<file path="src/rtl/timing_pkg.sv">
// timing_pkg: shared types and constants for the control-unit timing sequencer.
package timing_pkg;

  localparam int SC_WIDTH    = 4;
  localparam int PHASE_COUNT = 2 ** SC_WIDTH;

  typedef enum logic [1:0] {
    HALT  = 2'd0,
    RUN   = 2'd1,
    PAUSE = 2'd2
  } state_t;

endpackage

</file>
<file path="src/rtl/sc_counter.sv">
// sc_counter: sequence counter with clear/increment, terminal-count flag and
// one-hot phase decode. The phase bus is forced to zero when en is low.
module sc_counter #(
  parameter int SC_WIDTH = 4
) (
  input  logic                        clk,
  input  logic                        reset,
  input  logic                        clr,
  input  logic                        inc,
  input  logic                        en,
  output logic [SC_WIDTH-1:0]         sc,
  output logic                        tc,
  output logic [0:(2**SC_WIDTH)-1]    T
);

  // Counter register; clear wins over increment.
  always_ff @(posedge clk) begin
    if (!reset)   sc <= '0;
    else if (clr) sc <= '0;
    else if (inc) sc <= sc + 1'b1;
  end

  assign tc = (sc == '1);

  // One-hot decode: T[i] is phase i, all-zero while disabled.
  always_comb begin
    T = '0;
    if (en) T[sc] = 1'b1;
  end

endmodule

</file>
<file path="src/rtl/timing_controller.sv">
// timing_controller: run/halt/single-step sequencing of the T0..T15 phase bus.
// Single-step support is compiled in only when TIMING_CTRL_STEP_EN is defined;
// otherwise step_mode is ignored and PAUSE cannot be reached.
//
//   state | meaning
//   HALT  | idle, T all-zero, waits for start
//   RUN   | one phase per cycle, T[sc] high
//   PAUSE | single-step stop after an instruction, waits for start or halt_req
module timing_controller #(
  parameter int SC_WIDTH  = 4,
  parameter int CNT_WIDTH = 16
) (
  input  logic                     clk,
  input  logic                     reset,
  input  logic                     start,
  input  logic                     halt_req,
  input  logic                     sc_clr,
  input  logic                     step_mode,
  output logic [0:(2**SC_WIDTH)-1] T,
  output logic [SC_WIDTH-1:0]      sc,
  output logic                     running,
  output logic                     instr_done,
  output logic                     overrun,
  output logic [CNT_WIDTH-1:0]     instr_count
);

  import timing_pkg::*;

`ifdef TIMING_CTRL_STEP_EN
  localparam bit STEP_EN = 1'b1;
`else
  localparam bit STEP_EN = 1'b0;
`endif

  state_t state, state_next;
  logic   halt_pending;
  logic   tc;
  logic   end_instr;
  logic   cnt_clr;
  logic   cnt_inc;

  // The last phase is either decoder-flagged or the wrap out of T15.
  assign end_instr = (state == RUN) && (sc_clr || tc);

  sc_counter #(
    .SC_WIDTH (SC_WIDTH)
  ) u_sc_counter (
    .clk   (clk),
    .reset (reset),
    .clr   (cnt_clr),
    .inc   (cnt_inc),
    .en    (running),
    .sc    (sc),
    .tc    (tc),
    .T     (T)
  );

  // State register.
  always_ff @(posedge clk) begin
    if (!reset) state <= HALT;
    else        state <= state_next;
  end

  // Next-state logic; a pending or current halt request beats single-step.
  always_comb begin
    state_next = state;
    case (state)
      HALT: begin
        if (start) state_next = RUN;
      end
      RUN: begin
        if (end_instr) begin
          if (halt_req || halt_pending)  state_next = HALT;
          else if (STEP_EN && step_mode) state_next = PAUSE;
        end
      end
      PAUSE: begin
        if (halt_req)   state_next = HALT;
        else if (start) state_next = RUN;
      end
      default: state_next = HALT;
    endcase
  end

  // Outputs and counter control; sc is held at zero outside RUN so every
  // entry into RUN begins at T0.
  always_comb begin
    running = (state == RUN);
    cnt_inc = (state == RUN);
    cnt_clr = (state != RUN) || end_instr;
  end

  // A halt request seen mid-instruction is remembered until HALT is entered.
  always_ff @(posedge clk) begin
    if (!reset)                                        halt_pending <= 1'b0;
    else if (state_next == HALT)                       halt_pending <= 1'b0;
    else if ((state == RUN) && halt_req && !end_instr) halt_pending <= 1'b1;
  end

  // Completion bookkeeping: done pulse, instruction count and sticky overrun.
  always_ff @(posedge clk) begin
    if (!reset) begin
      instr_done  <= 1'b0;
      instr_count <= '0;
      overrun     <= 1'b0;
    end else begin
      instr_done <= end_instr;
      if (end_instr)                      instr_count <= instr_count + 1'b1;
      if ((state == RUN) && tc && !sc_clr) overrun     <= 1'b1;
    end
  end

endmodule

</file>
<file path="config.mk">
export PLATFORM = sky130hd
export DESIGN_NAME = timing_controller
export DESIGN_NICKNAME = d
export VERILOG_FILES = /design/src/rtl/timing_pkg.sv /design/src/rtl/sc_counter.sv /design/src/rtl/timing_controller.sv
export SDC_FILE = /design/constraint.sdc
export NUM_CORES = 1
export LEC_CHECK = 0
export BUFFER_PORTS_ARGS = -buffer_cell sky130_fd_sc_hd__buf_2
export CAP_MARGIN = 20
export CORE_MARGIN = 2
export CORE_UTILIZATION = 43
export CTS_BUF_LIST = sky130_fd_sc_hd__clkbuf_8 sky130_fd_sc_hd__clkbuf_16
export CTS_CLUSTER_DIAMETER = 40
export DETAILED_ROUTE_END_ITERATION = 12
export GPL_TIMING_DRIVEN = 0
export HOLD_SLACK_MARGIN = 0.15
export PLACE_DENSITY_LB_ADDON = 0.1
export SETUP_SLACK_MARGIN = 0.3
export SYNTH_ARGS = -nofsm -noshare
export SYNTH_HDL_FRONTEND = slang
export SYNTH_SLANG_ARGS = --single-unit
</file>
<file path="constraint.sdc">
create_clock -name clk -period 1.65 [get_ports clk]
set_input_delay 0.2475 -clock clk [delete_from_list [all_inputs] [get_ports clk]]
set_output_delay 0.2475 -clock clk [all_outputs]
set_load 0.02 [all_outputs]
</file>
# == Yosys cells after proc, flatten, opt, wreduce, memory -nomap -nowiden ==
# Index checks and enable logic that the tools add are counted.
# classes
add_sub_neg,2
order_cmp,2
n_eq_ne,4
muxes,8
bitwise,2
n_reduce_logical,15
# op_table
operator,count
16-bit by 1-bit adder with 16-bit output (second input constant),1
16-bit two-way mux,1
2-bit two-way mux,4
1-bit logical AND,6
2-bit one-hot mux with 3 select lines,1
5-bit >= comparator (second input constant),1
5-bit by 1-bit < comparator with 1-bit output (second input constant),1
4-bit inverter with 5-bit output,1
4-bit by 1-bit adder with 4-bit output (second input constant),1
1-bit demux with 4-bit select,1
4-bit equality test (second input constant),1
2-bit logical NOT,2
2-bit OR reduction,2
1-bit logical OR,3
2-bit by 1-bit equality test with 1-bit output (second input constant),1
2-bit equality test (second input constant),1
1-bit logical NOT,2
2-bit by 1-bit inequality test with 1-bit output (second input constant),1
1-bit two-way mux,1
1-bit inverter,1
# word_totals
ff_bits,25
word_cells,39

# == Logic depth before layout (Yosys ltp) ==
# Gate-level depths: netlist of run 1.
# logic_depth
depth_word,7
depth_mapped,6
depth_no_buf,5

# == By module ==
# A second synthesis of run 1 with hierarchy kept.
# hier_totals
cells_unflattened,158
hier_area_um2,1290.0
# modules_own_cells
mod,n_inst,cells_each,area_each_um2,seq_area_each_um2
timing_controller,1,109,929.6,420.4
sc_counter,1,49,360.3,80.1

# == Worst setup path before layout of run 1 ==
# OpenSTA, ideal clock, no wires.
# synth_path
path_type,reg-to-reg
startpoint,reg u_sc_counter.sc[0]
endpoint,reg instr_count[12]
setup_ns,0.072
arrival_ns,1.752
path_slack_ns,-0.174
path_stages_with_launch,7
period_less_slack_ns,1.824
cell_sequence,dfxtp_1 > ha_1 > a31o_4 > nand4_4 > buf_6 > or4_1 > a21oi_1
# synth_between
elab_chain_cells,3
# synth_rtl
element,line_no,source
"start, declared",sc_counter.sv:11,"output logic [SC_WIDTH-1:0] sc,"
"start signal, assigned",sc_counter.sv:20,else if (inc) sc <= sc + 1'b1;
4-bit equality test,sc_counter.sv:23,assign tc = (sc == '1);
1-bit logical OR,timing_controller.sv:43,assign end_instr = (state == RUN) && (sc_clr || tc);
1-bit logical AND,timing_controller.sv:43,
"end signal, assigned",timing_controller.sv:108,if (end_instr) instr_count <= instr_count + 1'b1;
"end, declared",timing_controller.sv:24,output logic [CNT_WIDTH-1:0] instr_count
# No other way between the ends.
# A chain may end at the register's enable or synchronous reset.

# == Worst setup path in the final report of run 1 ==
# layout_path
startpoint,reg u_sc_counter.sc[1]
endpoint,out T[0] (netlist bit)
# layout_between
elab_chain_cells,6
elab_cells_between_ends,7
cone_classes,order compare: 2; mux: 3; bitwise: 1; reduce/logical: 1
# layout_rtl
element,line_no,source
4-bit inverter with 5-bit output (not written as such) *,sc_counter.sv:28,if (en) T[sc] = 1'b1;
5-bit >= comparator (not written as such) / 5-bit by 1-bit < comparator with 1-bit output (equally long branches),sc_counter.sv:28,
1-bit logical AND (not written as such),sc_counter.sv:28,
1-bit two-way mux (not written as such),sc_counter.sv:28,
1-bit demux with 4-bit select *,sc_counter.sv:28,
16-bit two-way mux *,sc_counter.sv:28,
"end, declared",timing_controller.sv:19,"output logic [0:(2**SC_WIDTH)-1] T,"
# Mark *: on every way between the ends. The rest lies on a longest branch, timed or not.

==> results of run 1 <==
flip-flops by register name, indices dropped and copies added, names as in the netlist:
| name | flops |
|---|---|
| instr_count | 16 |
| instr_done | 1 |
| halt_pending | 1 |
| state | 2 |
| overrun | 1 |
| u_sc_counter.sc | 4 |
metal layers:
| metal | vias up | GRT usage | wire, um | part of all wire |
|---|---|---|---|---|
| met5 | - | 0 | 0 | 0 |
| met4 | 0 | 0.106 | 172 | 0.037 |
| met3 | 19 | 0.0352 | 279 | 0.061 |
| met2 | 73 | 0.421 | 2300 | 0.50 |
| met1 | 742 | 0.311 | 1860 | 0.40 |
| li1 | 700 | - | - | - |
worst max path at each step:
stage                                     from                      endpoint  slack, ns  cells after the start
2_1_floorplan  u_sc_counter.sc[1]$_SDFFE_PP0P_  instr_count[12]$_SDFFE_PN0N_       0.07                      6
3_3_place_gp   u_sc_counter.sc[1]$_SDFFE_PP0P_  instr_count[12]$_SDFFE_PN0N_       0.04                      6
3_5_place_dp   u_sc_counter.sc[0]$_SDFFE_PP0P_  instr_count[12]$_SDFFE_PN0N_       0.02                      6
4_1_cts        u_sc_counter.sc[0]$_SDFFE_PP0P_  instr_count[12]$_SDFFE_PN0N_       0.05                      6
5_1_grt        u_sc_counter.sc[0]$_SDFFE_PP0P_   instr_count[5]$_SDFFE_PN0N_      -0.04                      6
6_report       u_sc_counter.sc[1]$_SDFFE_PP0P_                          T[0]       0.03                      5
final cells by class:
| type | count | area (sq um) | share of cell area |
|---|---|---|---|
| tap | 31 | 38.8 | 0.0171 |
| clock inverter | 1 | 5.00 | 0.00220 |
| multi-input combinational | 115 | 1010 | 0.443 |
| clock buffer | 3 | 41.3 | 0.0182 |
| buffer | 6 | 57.6 | 0.0253 |
| sequential | 25 | 531 | 0.234 |
| timing repair buffer | 76 | 553 | 0.244 |
| inverter | 7 | 38.8 | 0.0171 |
metrics by stage:
stage | hold slack [ns] | std cells | setup WS (ns) | setup TNS [ns]
floorplan | 0.336 | 153 | 0.0657 | 0
global placement | 0.445 | 226 | 0.0437 | 0
detailed placement | 0.450 | 226 | 0.0166 | 0
CTS | 0.182 | 255 | 0.0479 | 0
global route | 0.205 | 264 | -0.0359 | -0.191
finish | 0.207 | 264 | 0.0304 | 0
synthesized netlist by cell type (5+ instances only):
cell type / instances
a21oi_1: 9
dfxtp_1: 25
ha_1: 5
inv_1: 5
nand2_1: 13
nand3_1: 6
nor2_1: 24
nor3_1: 9
nor4_1: 5
o21ai_0: 5
worst register-to-register path, cell delays in order, from the launching register on:
cell and delay [ns]:
dfxtp_4 0.38, ha_4 0.14, a31o_4 0.19, nand4_1 0.19, buf_6 0.19, or4_1 0.40, nand2_1 0.07
placed cells by master, fill, tap and decap left out, drive strengths merged:
| cell type | netlist | routed |
|---|---|---|
| clkinv | 2 | 3 |
| or2b | 2 | 2 |
| o211ai | 1 | 1 |
| o21bai | 2 | 2 |
| nand4 | 5 | 5 |
| and3 | 2 | 2 |
| nor2 | 24 | 24 |
| a21oi | 9 | 9 |
| xor2 | 4 | 4 |
| buf | 4 | 81 |
| a31oi | 1 | 1 |
| nor4 | 5 | 5 |
| ha | 5 | 5 |
| a31o | 1 | 1 |
| o31a | 1 | 1 |
| and2 | 1 | 1 |
| clkbuf | 2 | 4 |
| dfxtp | 25 | 25 |
| inv | 5 | 5 |
| nand2 | 13 | 13 |
| or3 | 4 | 4 |
| or4 | 4 | 4 |
| nor3 | 9 | 9 |
| nand2b | 2 | 2 |
| o21ai | 5 | 5 |
| xnor2 | 2 | 2 |
| and4 | 1 | 1 |
| o31ai | 3 | 3 |
| o21a | 2 | 2 |
| a211oi | 1 | 1 |
| nand3 | 6 | 6 |
cell families after synthesis:
| kind of cell | count (synthesis) |
|---|---|
| buffers and inverters | 13 |
| and+or+nand+nor | 78 |
| DFF | 25 |
| xor gates and xnor gates | 6 |
| AOI/OAI and AO/OA | 26 |
| adders and majority gates | 5 |
power breakdown:
part	leakage (nW)	internal [mW]	total [mW]	switching (mW)
Sequential	0.209	0.600	0.609	0.00898
Combinational	0.694	0.0561	0.152	0.0958
Clock	0.0255	0.170	0.384	0.214
timing repair:
item,in CTS,in global routing
pin swaps,9,11
endpoints found under the setup margin,35,39
resized for setup,44,48
setup buffers,25,8
gates cloned,0,1
hold buffers,0,0
==> impl_metrics.json, run 1 <==
{
  "status": "finished, final reports clean",
  "power.total_mw": 1.14,
  "synth.distinct_cells": 35,
  "cp_data_required_time_ns": 1.40,
  "synth_edf_count": 0,
  "cts_max_level": 1,
  "netlist_area_sq_mm": 0.00128,
  "hold_end": "state[1]$_SDFF_PN0_",
  "ioPinCount": 45,
  "core-area_sq_mm": 0.00278,
  "clock-sinks": 25,
  "routed_wl_um": 4600,
  "viasPerCell": 5.81,
  "worstSetupPathType": "reg2out",
  "drt-pass1-iter-count": 4,
  "grt_pass1_vias": 1365,
  "synth_area_per_cell_sq_um": 8.35,
  "final_util": 0.816,
  "rr_worst_depth": 6,
  "final_nets": 245,
  "cts_tree": "done",
  "yosys.area_share.simple": 0.329,
  "crit_buf_inv": 2,
  "num_vias": 1534,
  "ys_warn_count": 0,
  "synth.area.top_cells": "dfxtp_1 39%, nor2_1 7.1%, ha_1 4.9%",
  "drc_errors": 0,
  "rsz0062_at_grt": "yes",
  "fillers": 166,
  "start_kind": "flop",
  "ant_nets": 0,
  "antennaDiodeCount": 0,
  "fp.dieH_um": 58.5,
  "skew_ns": 0.0155,
  "fp.dieArea_sq_mm": 0.00342,
  "reg2reg_to": "instr_count[5]$_SDFFE_PN0N_",
  "holdPathStages": 2,
  "synth-compound-area-share": 0.133,
  "synth_xor_area_frac": 0.0411,
  "syn2layout_area_growth_pct": 77.8,
  "r2r_start": "u_sc_counter.sc[0]$_SDFFE_PP0P_",
  "synth_top_area_cell": "dfxtp_1",
  "async_flop_share": 0,
  "grt.overflow.total": 0,
  "antenna_found_initial": 0,
  "min_period_over_period": 0.982,
  "vdd_drop_max_mv": 0.547,
  "grt_pass1_wl_um": 6460,
  "cp_cell_sequence": "inv_1, ha_2, nand2_4, nor3_4, buf_4",
  "dpl.hpwl_um": 2300,
  "p_leak_nw": 0.929,
  "cts_buffers": 3,
  "grt_max_degree": 15,
  "drt-initial-drc-count": 56,
  "ys_ff_latch": 25,
  "critPathSlowestCell": "dfxtp_4",
  "synth_top_family_by_area": "simple AND/OR/NAND/NOR gates",
  "cts-root-buf": "clkbuf_8",
  "syn_nets": 164,
  "arrival_ns": 1.37,
  "rrSetupSlack_ns": 0.05,
  "fin_area_sq_mm": 0.00227,
  "clock_latency_ns": 0.28,
  "globalplace.congestion": 0.773,
  "end_kind": "primary output",
  "drv_cap": 0,
  "synth_top_cell_area_share": 0.392,
  "final_layout_size_suffix_gt1_frac": 0.627,
  "cts_buffer_depth": 2,
  "synth_adder_area_share": 0.0490,
  "period_minus_slack_ns": 1.62,
  "clk_pin_slew_ns": 0.08,
  "slew_headroom": 0.619,
  "detail_route.wl_per_cell_um": 17.4,
  "ys_seq_area_frac": 0.392,
  "grt_usage": 0.247,
  "min_from": "halt_req",
  "cp_top_family": "flip-flops",
  "yosys_most_used_dff": "dfxtp_1",
  "min_path_type": "in2reg",
  "synthMuxAreaShare": 0,
  "finalHoldViolCount": 0,
  "slowest_delay_ns": 0.37,
  "path_max_fanout": 4,
  "worst_pin_slew_ns": 0.571,
  "powerDensity_mw_per_mm2": 504,
  "postSynthCellCount": 153,
  "place_area_sq_mm": 0.00161,
  "max_freq_ghz": 0.617,
  "slew_viol_final": 0,
  "die_w_um": 58.5,
  "rows": 19,
  "start_util": 0.459,
  "portBuffers": 42,
  "setup_viol": 0
}
No activity file was read; power rests on OpenSTA's default activity.
==> run 2, diff against run 1 <==
==> constraint.sdc (replaced) <==
create_clock -name clk -period 1.65 [get_ports clk]
set_input_delay 0.2475 -clock clk [delete_from_list [all_inputs] [get_ports clk]]
set_output_delay 0.2475 -clock clk [all_outputs]
set_load 0.1 [all_outputs]
==> run 2 against run 1 <==
  * Critical endpoint is now instr_count[9]$_SDFFE_PN0N_
  * Cell count decreased by 3.0%
  * Critical path depth increased by 1
  * Largest power group unchanged
  * Utilization increased by 14 points
  * Sequential cell count unchanged
  * Non-clock buffer count decreased by 8
  * Maximum frequency decreased by 20%
  * Sequential share of layout area decreased by 2.6 points
  * First-iteration DRC count increased to 2.5 times the previous value
  * Sequential power about the same
  * The flow now finishes with violations (setup timing)
==> impl_metrics.json, run 2 (synthesis gave the netlist of run 1 again) <==
{
  "grt_max_degree": 16,
  "rows": 19,
  "r2r_start": "u_sc_counter.sc[1]$_SDFFE_PP0P_",
  "final_layout_size_suffix_gt1_frac": 0.680,
  "detail_route.wl_per_cell_um": 25.6,
  "antennaDiodeCount": 0,
  "grt_pass1_vias": 1474,
  "die_w_um": 58.5,
  "setup_viol": 18,
  "slew_viol_final": 0,
  "rsz0062_at_grt": "yes",
  "cp_data_required_time_ns": 1.84,
  "portBuffers": 42,
  "syn2layout_area_growth_pct": 108,
  "pre_cts_slack_ns": -0.0425,
  "clk_pin_slew_ns": 0.10,
  "final_cell_mix": "22 x buf_12, 20 x buf_4, 13 x nor2_4, 11 x buf_6, 11 x dfxtp_2",
  "max_freq_ghz": 0.496,
  "drc_errors": 0,
  "cp-startpoint": "u_sc_counter.sc[1]$_SDFFE_PP0P_",
  "cts_buffers": 3,
  "place_inst": 226,
  "path_max_fanout": 8,
  "fillers": 65,
  "viasPerCell": 6.40,
  "violations": "setup timing",
  "multiInputGateArea_sq_mm": 0.00111,
  "worst_pin_slew_ns": 0.586,
  "finalHoldViolCount": 0,
  "dpl.hpwl_um": 2400,
  "routed_wl_um": 6560,
  "grt.overflow.total": 0,
  "switching_power_mw": 0.412,
  "period_minus_slack_ns": 2.02,
  "layout_commonest_cell": "buf_12",
  "rrSetupSlack_ns": -0.37,
  "reg2reg_to": "instr_count[9]$_SDFFE_PN0N_",
  "ant_nets": 0,
  "setup_slack_ns": -0.367,
  "clkPwrFrac": 0.324,
  "power_frac_seq": 0.482,
  "end_kind": "flop",
  "ioPinCount": 45,
  "grt_usage": 0.298,
  "globalplace.congestion": 0.747,
  "place_area_sq_mm": 0.00188,
  "p_leak_nw": 0.934,
  "timing.hold.ws_ns": 0.193,
  "p_int_mw": 0.847,
  "cts_max_level": 1,
  "cts_tree": "done",
  "holdBufCountCts": 0,
  "top_regs": "instr_count: 16 flops, u_sc_counter.sc: 4 flops, state: 2 flops",
  "powerDensity_mw_per_mm2": 473,
  "final_nets": 237,
  "start_kind": "flop",
  "drt-initial-drc-count": 140,
  "grt_pass1_wl_um": 7530,
  "layout.cells.non_filler": 256,
  "top_register": "instr_count",
  "min_path_type": "in2reg",
  "final_util": 0.956,
  "num_vias": 1638,
  "cts-root-buf": "clkbuf_8",
  "power.total_mw": 1.26,
  "cts_buffer_depth": 2,
  "start_util": 0.459,
  "p_comb_frac": 0.194,
  "skew_ns": 0.00720,
  "regArea_sq_um": 552,
  "clock_latency_ns": 0.29,
  "fp.dieArea_sq_mm": 0.00342,
  "setup.worst_path.end": "instr_count[9]$_SDFFE_PN0N_",
  "core-area_sq_mm": 0.00278,
  "slew_headroom": 0.609,
  "min_period_over_period": 1.22,
  "switching_share": 0.327,
  "tns_ns": -1.64,
  "arrival_ns": 2.21,
  "status": "finished with violations",
  "fin_area_sq_mm": 0.00266,
  "drv_cap": 0,
  "antenna_found_initial": 0,
  "worstSetupPathType": "reg2reg",
  "rr_worst_depth": 6,
  "largest_reg_flops": 16,
  "fp.dieH_um": 58.5,
  "vdd_drop_max_mv": 0.689,
  "drt-pass1-iter-count": 4,
  "clock-sinks": 25
}
-- run 2: power groups by stage --
| stage | logic, mW | registers [mW] | clock network, mW |
|---|---|---|---|
| after floorplan | 0.109 | 0.651 | 0 |
| after global routing | 0.250 | 0.608 | 0.419 |
| after CTS | 0.208 | 0.606 | 0.386 |
| after detailed placement | 0.170 | 0.619 | 0 |
| after global placement | 0.167 | 0.618 | 0 |
| final | 0.245 | 0.607 | 0.408 |
-- run 2: worst min path at each step --
stage	start	end	slack, ns	cells after the start
after floorplan	halt_req	state[1]$_SDFF_PN0_	0.34	1
after global placement	overrun$_SDFFE_PN0P_	overrun$_SDFFE_PN0P_	0.45	1
after detailed placement	overrun$_SDFFE_PN0P_	overrun$_SDFFE_PN0P_	0.46	1
after CTS	halt_req	state[1]$_SDFF_PN0_	0.20	2
after global routing	halt_req	state[1]$_SDFF_PN0_	0.21	2
final	halt_req	state[1]$_SDFF_PN0_	0.19	2
-- run 2: area by class of cell --
type                    count  share of cell area
flip-flops and latches     25               0.207
plain buffers               6              0.0301
clock buffers               3              0.0155
multi-input cells         115               0.416
repair buffers             68               0.297
inverters                   7              0.0165
clock inverters             1             0.00282
well taps                  31              0.0146
-- run 2: worst max-delay path, cell delays in order, from the launching register on --
cell and delay, ns:
dfxtp_4 0.43, ha_4 0.18, a31o_4 0.18, nand4_1 0.26
buf_6 0.24, or3_1 0.37, a21oi_1 0.26
-- run 2: routing by layer --
metal,GRT usage,up-vias,part of all wire
met4,0.110,0,0.050
met2,0.536,106,0.52
li1,-,690,-
met1,0.348,810,0.37
met3,0.0549,32,0.061
met5,0,-,0
-- run 2: what timing repair did --
item                       4_1_cts  5_1_grt
buffers inserted                16       10
resized for setup               87       46
pin swaps                       16       17
setup endpoints to repair       42       51
==> run 3, diff against run 2 <==
--- a/config.mk
+++ b/config.mk
@@ -19,3 +19,4 @@
 export SYNTH_ARGS = -nofsm -noshare
 export SYNTH_HDL_FRONTEND = slang
+export SYNTH_HIERARCHICAL = 1
 export SYNTH_SLANG_ARGS = --single-unit
==> constraint.sdc (replaced) <==
create_clock -name clk -period 1.65 [get_ports clk]
set_input_delay 0.2475 -clock clk [delete_from_list [all_inputs] [get_ports clk]]
set_output_delay 0.2475 -clock clk [all_outputs]
set_load 0.02 [all_outputs]
==> run 3 against run 2 <==
  * The flow finishes with violations (DRC, setup timing)
  * Global-route usage is 8.3 points lower
  * Sequential cell count stayed put
  * Total power is 8.0% lower
  * Die area is 0.91% higher
  * Synthesized cell count is 3.3% higher
  * Worst hold slack worse by 0.020 ns
  * Critical path type unchanged
  * Largest cell class unchanged
  * Largest power group unchanged
==> impl_metrics.json, run 3 <==
{
  "cp_data_required_time_ns": 1.78,
  "power.total_mw": 1.16,
  "routed_wl_um": 4800,
  "antenna_found_initial": 0,
  "max_freq_ghz": 0.517,
  "async_flop_share": 0,
  "detail_route.wl_per_cell_um": 18.2,
  "vdd_drop_max_mv": 0.549,
  "min_from": "start",
  "path_max_fanout": 5,
  "r2r_start": "u_sc_counter/sc[1]$_SDFFE_PP0P_",
  "yosys.area_share.simple": 0.319,
  "pre_cts_slack_ns": -0.300,
  "synth_xor_area_frac": 0.0543,
  "min_period_over_period": 1.17,
  "final_util": 0.862,
  "globalplace.congestion": 0.802,
  "slew_viol_final": 0,
  "grt_pass1_wl_um": 5730,
  "ys_seq_area_frac": 0.388,
  "viasPerCell": 5.81,
  "cts_buffers": 3,
  "holdPathStages": 2,
  "end_kind": "flop",
  "synth_edf_count": 0,
  "ioPinCount": 45,
  "grt_pass1_vias": 1290,
  "postSynthCellCount": 158,
  "timing.hold.ws_ns": 0.173,
  "fillers": 134,
  "skew_ns": 0.00388,
  "setup_slack_ns": -0.284,
  "critPathSlowestCell": "dfxtp_4",
  "hold_end": "state[1]$_SDFF_PN0_",
  "drt-initial-drc-count": 53,
  "top_regs": "instr_count: 16 flops, u_sc_counter/sc: 4 flops, state: 2 flops",
  "rrSetupSlack_ns": -0.28,
  "slowest_delay_ns": 0.37,
  "layout.cells.non_filler": 264,
  "worst_pin_slew_ns": 0.531,
  "worst_path_most_repeated_cell": "buf_6",
  "power_frac_seq": 0.531,
  "cts_buffer_depth": 2,
  "final_layout_size_suffix_gt1_frac": 0.592,
  "reg2reg_to": "instr_count[6]$_SDFFE_PN0N_",
  "grt_use_met3": 0.0396,
  "drt-pass1-iter-count": 10,
  "use_met2": 0.394,
  "antennaDiodeCount": 0,
  "clkPwrFrac": 0.298,
  "grt_busiest_layer": "met2",
  "rows": 19,
  "fp.dieH_um": 58.8,
  "ant_nets": 0,
  "synthTopCellsByCount": "25 x dfxtp_1, 23 x nor2_1, 14 x nand2_1",
  "drv_cap": 0,
  "grt_max_degree": 14,
  "top_register": "instr_count",
  "cts_max_level": 1,
  "status": "finished with violations",
  "synth.area.top_cells": "dfxtp_1 39%, nor2_1 6.7%, ha_1 5.8%",
  "dpl.hpwl_um": 2310,
  "start_util": 0.460,
  "clock-sinks": 25,
  "netlist_area_sq_mm": 0.00129,
  "largest_reg_flops": 16,
  "multiInputGateArea_sq_mm": 0.00109,
  "layout_commonest_cell": "buf_2",
  "portBuffers": 43,
  "ys_warn_count": 6,
  "grt.overflow.total": 0,
  "syn_nets": 170,
  "synth.most_common_cell": "dfxtp_1",
  "met1_usage": 0.245,
  "synth_top_area_cell": "dfxtp_1",
  "cts-root-buf": "clkbuf_8",
  "rr_worst_depth": 10,
  "ys_ff_latch": 25,
  "synth_adder_area_share": 0.0582,
  "grt_usage": 0.215,
  "min_path_type": "in2reg",
  "cts_tree": "done",
  "p_leak_nw": 0.951,
  "holdBufCountCts": 0,
  "synth.distinct_cells": 35,
  "powerDensity_mw_per_mm2": 479,
  "synth-compound-area-share": 0.106,
  "synth_top_cell_area_share": 0.388,
  "num_vias": 1533,
  "fp.dieArea_sq_mm": 0.00345,
  "slew_headroom": 0.646,
  "rsz0062_at_grt": "yes",
  "p_int_mw": 0.856,
  "start_kind": "flop",
  "violations": "DRC, setup timing",
  "worstSetupPathType": "reg2reg",
  "switching_share": 0.261,
  "final_nets": 246,
  "synth_top_family_by_area": "simple AND/OR/NAND/NOR gates",
  "cp_cell_sequence": "ha_4, and3_4, nor2_4, buf_4, buf_6, buf_6, buf_8, nor4_2, xnor2_1, nor2_1",
  "final_cell_mix": "25 x buf_2, 24 x buf_6, 20 x buf_4, 18 x dfxtp_1, 13 x nor2_4",
  "place_inst": 232,
  "clk_pin_slew_ns": 0.08,
  "drc_errors": 6,
  "syn2layout_area_growth_pct": 87.4,
  "p_comb_frac": 0.170,
  "arrival_ns": 2.07,
  "die_w_um": 58.8,
  "period_minus_slack_ns": 1.93,
  "core-area_sq_mm": 0.00281,
  "synth_area_per_cell_sq_um": 8.16,
  "switching_power_mw": 0.303,
  "regArea_sq_um": 517,
  "clock_latency_ns": 0.26,
  "finalHoldViolCount": 0,
  "synthMuxAreaShare": 0.0233,
  "yosys_most_used_dff": "dfxtp_1",
  "setup_viol": 22
}
-- run 3: cell count changes after synthesis, sizes merged, moves of 2 or more --
| cell | before | now |
|---|---|---|
| nor4b | 0 | 2 |
| nand3 | 6 | 4 |
| mux2i | 0 | 3 |
| o21bai | 2 | 0 |
| o21a | 2 | 0 |
| xnor2 | 2 | 8 |
| inv | 5 | 8 |
| nand3b | 0 | 2 |
| xor2 | 4 | 0 |
| nand2b | 2 | 4 |
| nor3 | 9 | 6 |
| nand4 | 5 | 2 |
-- run 3: per-stage QoR --
step                TNS (ns)  instance area, sq um
floorplan              -1.09                  1460
global placement       -1.30                  1720
detailed placement     -1.71                  1720
CTS                    -1.78                  2120
global route           -4.59                  2420
finish                 -3.16                  2420
-- run 3: power groups by stage --
| stage | logic, mW | clock network (mW) | registers [mW] |
|---|---|---|---|
| after floorplan | 0.0659 | 0 | 0.632 |
| after global placement | 0.0988 | 0 | 0.627 |
| after detailed placement | 0.102 | 0 | 0.628 |
| after CTS | 0.156 | 0.357 | 0.615 |
| after global routing | 0.205 | 0.378 | 0.616 |
| final | 0.197 | 0.346 | 0.615 |
-- run 3: critical path, delay by kind of cell (launching register included) --
family / cells / cell delay, ns
flops: 1 / 0.37
buf+inv: 4 / 0.49
simple gates: 4 / 0.63
xor+xnor: 1 / 0.17
fa+ha+maj: 1 / 0.14
-- run 3: routing by layer --
layer	part of all wire	vias to the layer above	wire length (um)
met5	0	-	0
met4	0.036	0	172
met3	0.065	20	314
met2	0.53	73	2550
met1	0.37	736	1770
li1	-	704	-
-- run 3: how the worst max path moves through the flow --
stage | from | end | slack [ns]
2_1_floorplan | u_sc_counter/sc[0]$_SDFFE_PP0P_ | instr_count[12]$_SDFFE_PN0N_ | -0.23
3_3_place_gp | u_sc_counter/sc[0]$_SDFFE_PP0P_ | instr_count[12]$_SDFFE_PN0N_ | -0.25
3_5_place_dp | u_sc_counter/sc[1]$_SDFFE_PP0P_ | instr_count[12]$_SDFFE_PN0N_ | -0.30
4_1_cts | u_sc_counter/sc[1]$_SDFFE_PP0P_ | instr_count[12]$_SDFFE_PN0N_ | -0.21
5_1_grt | u_sc_counter/sc[1]$_SDFFE_PP0P_ | instr_count[6]$_SDFFE_PN0N_ | -0.37
6_report | u_sc_counter/sc[1]$_SDFFE_PP0P_ | instr_count[6]$_SDFFE_PN0N_ | -0.28
-- run 3: area by class of cell --
cell class | instances | area share
Clock inverter | 1 | 0.00155
Clock buffer | 3 | 0.0171
Inverter | 9 | 0.0269
Timing Repair Buffer | 71 | 0.244
Multi-Input combinational cell | 118 | 0.450
Tap cell | 31 | 0.0160
Buffer | 6 | 0.0300
Sequential cell | 25 | 0.214
-- run 3: cells by family after synthesis --
logic type / Yosys count
buffers and inverters: 15
adders and majority gates: 6
xor gates and xnor gates: 8
and+or+nand+nor: 79
DFF: 25
AOI/OAI and AO/OA: 22
muxes: 3
-- run 3: what timing repair did --
action,in CTS,in global routing
pin swaps,7,17
gates resized for setup,56,57
setup endpoints to repair,37,40
buffers inserted,18,10
